--- src/rtl/sha256_wk_scheduler.sv ---
// sha256_wk_scheduler: streams SHA-256 schedule words W[t] with round constants K[t] from one 512-bit block.
// Optional SHA256_WK_STALL_EN adds an advance input that gates each step of the stream.
module sha256_wk_scheduler #(
   parameter int WK_LENGTH = 64,
   parameter int IDX_W = 6
) (
   input  logic             clock,
   input  logic             reset,
   input  logic             start,
   input  logic [511:0]     msg_block,
`ifdef SHA256_WK_STALL_EN
   input  logic             advance,
`endif
   output logic [31:0]      cur_w,
   output logic [31:0]      cur_k,
   output logic [IDX_W-1:0] wk_index,
   output logic             wk_valid,
   output logic             wk_index_complete,
   output logic             busy
);
   typedef enum logic [1:0] {IDLE, RUN, DONE} state_t;
   localparam logic [31:0] K_ROM [64] = '{
      32'h428a2f98, 32'h71374491, 32'hb5c0fbcf, 32'he9b5dba5,
      32'h3956c25b, 32'h59f111f1, 32'h923f82a4, 32'hab1c5ed5,
      32'hd807aa98, 32'h12835b01, 32'h243185be, 32'h550c7dc3,
      32'h72be5d74, 32'h80deb1fe, 32'h9bdc06a7, 32'hc19bf174,
      32'he49b69c1, 32'hefbe4786, 32'h0fc19dc6, 32'h240ca1cc,
      32'h2de92c6f, 32'h4a7484aa, 32'h5cb0a9dc, 32'h76f988da,
      32'h983e5152, 32'ha831c66d, 32'hb00327c8, 32'hbf597fc7,
      32'hc6e00bf3, 32'hd5a79147, 32'h06ca6351, 32'h14292967,
      32'h27b70a85, 32'h2e1b2138, 32'h4d2c6dfc, 32'h53380d13,
      32'h650a7354, 32'h766a0abb, 32'h81c2c92e, 32'h92722c85,
      32'ha2bfe8a1, 32'ha81a664b, 32'hc24b8b70, 32'hc76c51a3,
      32'hd192e819, 32'hd6990624, 32'hf40e3585, 32'h106aa070,
      32'h19a4c116, 32'h1e376c08, 32'h2748774c, 32'h34b0bcb5,
      32'h391c0cb3, 32'h4ed8aa4a, 32'h5b9cca4f, 32'h682e6ff3,
      32'h748f82ee, 32'h78a5636f, 32'h84c87814, 32'h8cc70208,
      32'h90befffa, 32'ha4506ceb, 32'hbef9a3f7, 32'hc67178f2
   };
   function automatic logic [31:0] sig0(input logic [31:0] x);
      return {x[6:0], x[31:7]} ^ {x[17:0], x[31:18]} ^ (x >> 3);
   endfunction
   function automatic logic [31:0] sig1(input logic [31:0] x);
      return {x[16:0], x[31:17]} ^ {x[18:0], x[31:19]} ^ (x >> 10);
   endfunction
   state_t           state_q, state_d;
   logic [31:0]      win_q [16];
   logic [31:0]      win_d [16];
   logic [31:0]      cur_k_q, cur_k_d;
   logic [IDX_W-1:0] wk_index_q, wk_index_d;
   logic             adv, load, last, step;
`ifdef SHA256_WK_STALL_EN
   assign adv = advance;
`else
   assign adv = 1'b1;
`endif
   // start is only honoured outside RUN, including on the edge that would finish RUN
   assign load = start && state_q != RUN;
   assign last = wk_index_q == IDX_W'(WK_LENGTH - 1);
   assign step = state_q == RUN && adv && !last;
   always_ff @(posedge clock or posedge reset)
      if (reset) state_q <= IDLE;
      else state_q <= state_d;
   always_comb
      state_d = load ? RUN : (state_q == RUN && adv && last) ? DONE : state_q;
   always_comb begin
      wk_valid          = state_q == RUN;
      busy              = state_q == RUN;
      wk_index_complete = state_q == DONE;
   end
   always_comb begin
      win_d = win_q;
      if (load) begin
         for (int i = 0; i < 16; i++) win_d[i] = msg_block[511 - 32*i -: 32];
      end else if (step) begin
         for (int i = 0; i < 15; i++) win_d[i] = win_q[i+1];
         win_d[15] = sig1(win_q[14]) + win_q[9] + sig0(win_q[1]) + win_q[0];
      end
   end
   // K is looked up with the next index so it lands in the same edge as the window shift
   always_comb begin
      wk_index_d = load ? '0 : step ? wk_index_q + 1'b1 : wk_index_q;
      cur_k_d    = (load || step) ? K_ROM[wk_index_d] : cur_k_q;
   end
   always_ff @(posedge clock or posedge reset)
      if (reset) begin
         for (int i = 0; i < 16; i++) win_q[i] <= '0;
         cur_k_q    <= '0;
         wk_index_q <= '0;
      end else begin
         win_q      <= win_d;
         cur_k_q    <= cur_k_d;
         wk_index_q <= wk_index_d;
      end
   assign cur_w    = win_q[0];
   assign cur_k    = cur_k_q;
   assign wk_index = wk_index_q;
endmodule

--- config.mk ---
export PLATFORM = sky130hd
export DESIGN_NAME = sha256_wk_scheduler
export DESIGN_NICKNAME = d
export VERILOG_FILES = /design/src/rtl/sha256_wk_scheduler.sv
export SDC_FILE = /design/constraint.sdc
export NUM_CORES = 2
export LEC_CHECK = 0
export CORE_ASPECT_RATIO = 1.2
export CORE_MARGIN = 3
export CORE_UTILIZATION = 53
export CTS_CLUSTER_DIAMETER = 100
export DETAILED_ROUTE_END_ITERATION = 8
export PLACE_DENSITY = 0.9
export SLEW_MARGIN = 20
export SYNTH_ARGS = -nofsm -noshare
export SYNTH_HDL_FRONTEND = slang
export SYNTH_SLANG_ARGS = --single-unit
--- constraint.sdc ---
create_clock -name clock -period 21.3 [get_ports clock]
set_clock_uncertainty 0.1 [all_clocks]
set_input_delay 4.26 -clock clock [delete_from_list [all_inputs] [get_ports clock]]
set_output_delay 4.26 -clock clock [all_outputs]
set_load 0.1 [all_outputs]
==> metrics.txt <==
# TYPE chip_impl_metric gauge
chip_impl_metric{name="postSynthCellCount",unit=""} 3964
chip_impl_metric{name="areaGrowthSynthToFinish",unit="%"} 24.2
chip_impl_metric{name="layout.cells.non_filler",unit=""} 5125
chip_impl_metric{name="dp.final_hpwl",unit="um"} 91500
chip_impl_metric{name="finalWeightedCongestion",unit=""} 1.00
chip_impl_metric{name="yosys_warnings",unit=""} 0
chip_impl_metric{name="total_length_of_routed_wires",unit="um"} 129000
chip_impl_metric{name="drive_gt1_share",unit="%"} 3.76
chip_impl_metric{name="area_share_of_xor_xnor_cells_in_the_synthesized_design",unit="%"} 4.10
chip_impl_metric{name="dp_cells",unit=""} 5001
chip_impl_metric{name="min_period",unit="ps"} 8150
chip_impl_metric{name="number_of_enable_flip_flop_cells_after_synthesis",unit=""} 0
chip_impl_metric{name="dr.pass1.iters",unit=""} 9
chip_impl_metric{name="rows",unit=""} 97
chip_impl_metric{name="grt_pass1_wl",unit="um"} 188000
chip_impl_metric{name="cts_inserted_buffers",unit=""} 55
chip_impl_metric{name="ys_ff_latch",unit=""} 552
chip_impl_metric{name="synthesis.area",unit="um^2"} 31600
chip_impl_info{name="synthFlopType",value="sky130_fd_sc_hd__dfrtp_1"} 1
chip_impl_metric{name="drc",unit=""} 0
chip_impl_metric{name="synthMuxAreaShare",unit="%"} 0.194
chip_impl_info{name="unrepaired_setup_endpoints_after_global_routing",value="false"} 1
chip_impl_metric{name="max_slew.worst_pin.slew",unit="ps"} 1110
chip_impl_metric{name="synth_async_reset_ratio",unit="%"} 100
chip_impl_metric{name="detail_route.iter0.violations",unit=""} 4489
chip_impl_metric{name="max_cap_violations",unit=""} 0
chip_impl_metric{name="yosys.area_share.adder",unit="%"} 5.83
chip_impl_metric{name="clk_latency",unit="ps"} 650
chip_impl_metric{name="synthSimpleGateAreaFrac",unit="%"} 21.8
chip_impl_metric{name="via_count",unit=""} 31861
chip_impl_metric{name="clock_sinks",unit=""} 552
chip_impl_metric{name="post_cts_hold_buffer_count",unit=""} 0
chip_impl_metric{name="crit_path_max_fanout",unit=""} 25
chip_impl_info{name="crit_path_slowest_cell",value="sky130_fd_sc_hd__o32a_1"} 1
chip_impl_metric{name="nets",unit=""} 4891
chip_impl_metric{name="required_worst_endpoint",unit="ps"} 21710
chip_impl_metric{name="finalHoldViolations",unit=""} 0
chip_impl_info{name="cp_common_cell",value="sky130_fd_sc_hd__nand2_1"} 1
chip_impl_metric{name="number_of_resized_instances_in_the_post_cts_repair_step",unit=""} 0
chip_impl_metric{name="worstPathArrival",unit="ps"} 8560
chip_impl_metric{name="timing.critical_path.slowest_cell_delay",unit="ps"} 880
chip_impl_metric{name="via_count_of_the_first_global_routing_pass",unit=""} 30243
chip_impl_metric{name="count_of_nets_left_with_antenna_violations_after_detail_routing",unit=""} 0
chip_impl_info{name="combinational_family_with_the_most_area_after_synthesis",value="simple AND/OR/NAND/NOR gates"} 1
chip_impl_metric{name="avgViaCountPerCell",unit=""} 6.22
chip_impl_metric{name="fp.coreArea",unit="um^2"} 58700
chip_impl_info{name="path_cells",value="clkdlybuf4s50_1 -> inv_1 -> nor2_4 -> o32a_1 -> ha_1 -> nand4_1 -> nand2_1 -> o22ai_1 -> nand2_1 -> o21ai_1 -> a221o_1"} 1
chip_impl_metric{name="finalSetupTns",unit="ps"} 0
chip_impl_info{name="outcome",value="complete, no violations"} 1
chip_impl_metric{name="yosysSeqAreaShare",unit="%"} 43.7
chip_impl_info{name="tritoncts",value="yes"} 1
chip_impl_metric{name="cts_htree_levels",unit=""} 2
chip_impl_metric{name="num-fill-cells",unit=""} 4569
chip_impl_metric{name="chipHeight",unit="um"} 273
chip_impl_metric{name="synth_fp_nets",unit=""} 4589
chip_impl_info{name="cp-end-kind",value="flop"} 1
chip_impl_metric{name="io_buffers",unit=""} 587
chip_impl_metric{name="grt_antenna_before_repair",unit=""} 26
chip_impl_metric{name="final.period_utilization",unit="%"} 38.3
chip_impl_metric{name="netlist-cell-type-count",unit=""} 76
chip_impl_metric{name="compound_gate_portion_of_the_synthesized_area",unit="%"} 17.9
chip_impl_metric{name="post-cts-setup-buffer-count",unit=""} 0
chip_impl_info{name="timing.critical_path.from_type",value="primary input"} 1
chip_impl_metric{name="chipWidth",unit="um"} 229
chip_impl_metric{name="initial_cell_density_of_the_core",unit="%"} 53.8
chip_impl_metric{name="grt-ovfl-total",unit=""} 0
chip_impl_metric{name="timing.final.setup_violations",unit=""} 0
chip_impl_info{name="min_path_type",value="flop to flop"} 1
chip_impl_metric{name="finalCoreUtilization",unit="%"} 66.8
chip_impl_metric{name="max-clock-path-buffers",unit=""} 3
chip_impl_metric{name="path_clk_slew",unit="ps"} 70
chip_impl_metric{name="finalMaxSlewViolations",unit=""} 0
chip_impl_metric{name="post_drt_wl_per_cell",unit="um"} 25.1
chip_impl_metric{name="ios",unit=""} 588
chip_impl_metric{name="maximum_number_of_pins_on_one_net_before_global_route_repair",unit=""} 253
chip_impl_metric{name="postSynthAreaPerCell",unit="um^2"} 7.97
chip_impl_metric{name="grtUsageTotal",unit="%"} 39.7
chip_impl_metric{name="fmaxAchievable",unit="GHz"} 0.123
chip_impl_info{name="critical_path_class",value="primary input to flop"} 1
chip_impl_metric{name="floorplan.die_area",unit="um^2"} 62600
chip_impl_info{name="clock-root-buffer",value="sky130_fd_sc_hd__clkbuf_16"} 1
chip_impl_metric{name="slew_headroom",unit="%"} 26.2
final cells by class:
class                           count  area, um^2  share of cell area, %
Sequential cell                   552       13800                   35.2
Tap cell                          792         991                   2.53
Clock buffer                       69        1510                   3.85
Timing Repair Buffer              623        6190                   15.8
Clock inverter                     32         460                   1.17
Inverter                          105         402                   1.02
Antenna cell                       23        57.6                  0.147
Multi-Input combinational cell   2929       15800                   40.3
kinds of logic after synthesis:
kind of cell,Yosys count
AOI/OAI and AO/OA,894
buffers and inverters,483
and+or+nand+nor,1771
muxes,6
xor gates and xnor gates,148
DFF,552
adders and majority gates,110
through the flow:
stage | instance area, um^2 | worst slack [ps] | hold slack, ps
2_1_floorplan | 31600 | 1510 | 350
3_3_place_gp | 37200 | 12840 | 365
3_5_place_dp | 37200 | 12710 | 371
4_1_cts | 39200 | 13350 | 385
5_1_grt | 39200 | 13010 | 429
6_report | 39200 | 13150 | 385
path summary, 6_finish.rpt:
check | slack, ps | start | to | depth (start not counted)
worst max-delay path | 13150 | start | cur_k[18] | 11
worst min-delay path | 380 | win_q[13] | win_q[13] | 2
worst max register to register | 15890 | win_q[50] | win_q[21] | 14
worst min register to register | 380 | win_q[13] | win_q[13] | 2
max in group asynchronous | 14020 | reset | win_q[146] | 5
min in group asynchronous | 4020 | reset | win_q[413] | 2
sequential cells by signal, indices dropped and copies added, names as in the netlist:
name	count
cur_k	32
cur_w	32
state_q	2
win_q	480
wk_index	6
cells in the final DEF (no fill, tap or decap), types with 23 or more instances in the layout:
| cell | n |
|---|---|
| sky130_fd_sc_hd__diode_2 | 23 |
| sky130_fd_sc_hd__nand3_1 | 45 |
| sky130_fd_sc_hd__nand2_1 | 1086 |
| sky130_fd_sc_hd__clkdlybuf4s50_1 | 587 |
| sky130_fd_sc_hd__o21ai_1 | 39 |
| sky130_fd_sc_hd__xor2_1 | 33 |
| sky130_fd_sc_hd__xnor2_1 | 115 |
| sky130_fd_sc_hd__buf_4 | 32 |
| sky130_fd_sc_hd__ha_1 | 48 |
| sky130_fd_sc_hd__nor2_1 | 566 |
| sky130_fd_sc_hd__a21o_1 | 24 |
| sky130_fd_sc_hd__a31oi_1 | 503 |
| sky130_fd_sc_hd__o22ai_1 | 25 |
| sky130_fd_sc_hd__a21oi_1 | 132 |
| sky130_fd_sc_hd__fa_1 | 62 |
| sky130_fd_sc_hd__clkbuf_16 | 55 |
| sky130_fd_sc_hd__inv_1 | 97 |
| sky130_fd_sc_hd__o21ai_0 | 37 |
| sky130_fd_sc_hd__dfrtp_1 | 552 |
synth_stat cells (8+ instances only):
| library cell | instances | area [um^2] |
|---|---|---|
| sky130_fd_sc_hd__nand2_1 | 1088 | 4080 |
| sky130_fd_sc_hd__nor2_1 | 567 | 2130 |
| sky130_fd_sc_hd__dfrtp_1 | 552 | 13800 |
| sky130_fd_sc_hd__a31oi_1 | 503 | 3150 |
| sky130_fd_sc_hd__clkbuf_1 | 285 | 1070 |
| sky130_fd_sc_hd__a21oi_1 | 132 | 661 |
| sky130_fd_sc_hd__xnor2_1 | 115 | 1010 |
| sky130_fd_sc_hd__inv_1 | 98 | 368 |
| sky130_fd_sc_hd__fa_1 | 62 | 1240 |
| sky130_fd_sc_hd__ha_1 | 48 | 601 |
| sky130_fd_sc_hd__nand3_1 | 45 | 225 |
| sky130_fd_sc_hd__o21ai_1 | 39 | 195 |
| sky130_fd_sc_hd__buf_4 | 38 | 285 |
| sky130_fd_sc_hd__o21ai_0 | 37 | 185 |
| sky130_fd_sc_hd__xor2_1 | 33 | 289 |
| sky130_fd_sc_hd__buf_2 | 27 | 135 |
| sky130_fd_sc_hd__buf_1 | 25 | 93.8 |
| sky130_fd_sc_hd__o22ai_1 | 25 | 156 |
| sky130_fd_sc_hd__a21o_1 | 24 | 180 |
| sky130_fd_sc_hd__o211ai_1 | 21 | 158 |
| sky130_fd_sc_hd__a311oi_1 | 15 | 131 |
| sky130_fd_sc_hd__nor3_1 | 14 | 70.1 |
| sky130_fd_sc_hd__nand4_1 | 13 | 81.3 |
| sky130_fd_sc_hd__o31ai_1 | 13 | 97.6 |
| sky130_fd_sc_hd__a211oi_1 | 11 | 82.6 |
| sky130_fd_sc_hd__a221oi_1 | 11 | 96.3 |
| sky130_fd_sc_hd__a32oi_1 | 10 | 87.6 |
| sky130_fd_sc_hd__and3_1 | 8 | 50.1 |
worst max-delay path: cells and delay by family:
kind                       cells  cell delay [ps]
AOI/OAI and AO/OA              4             1420
adders and majority gates      1              520
buffers and inverters          2              790
and+or+nand+nor                4             1570
metal layers:
| metal | GRT usage, % | wire length, um | part of all wire, % |
|---|---|---|---|
| met5 | 0 | 40 | 0.031 |
| met4 | 25.8 | 10100 | 7.9 |
| met3 | 8.71 | 13400 | 10 |
| met2 | 62.0 | 58600 | 46 |
| met1 | 50.2 | 46700 | 36 |
Power is left out: the tool's default activity adds up to more than one toggle a clock period on the data nets, which glitch-free logic cannot reach.
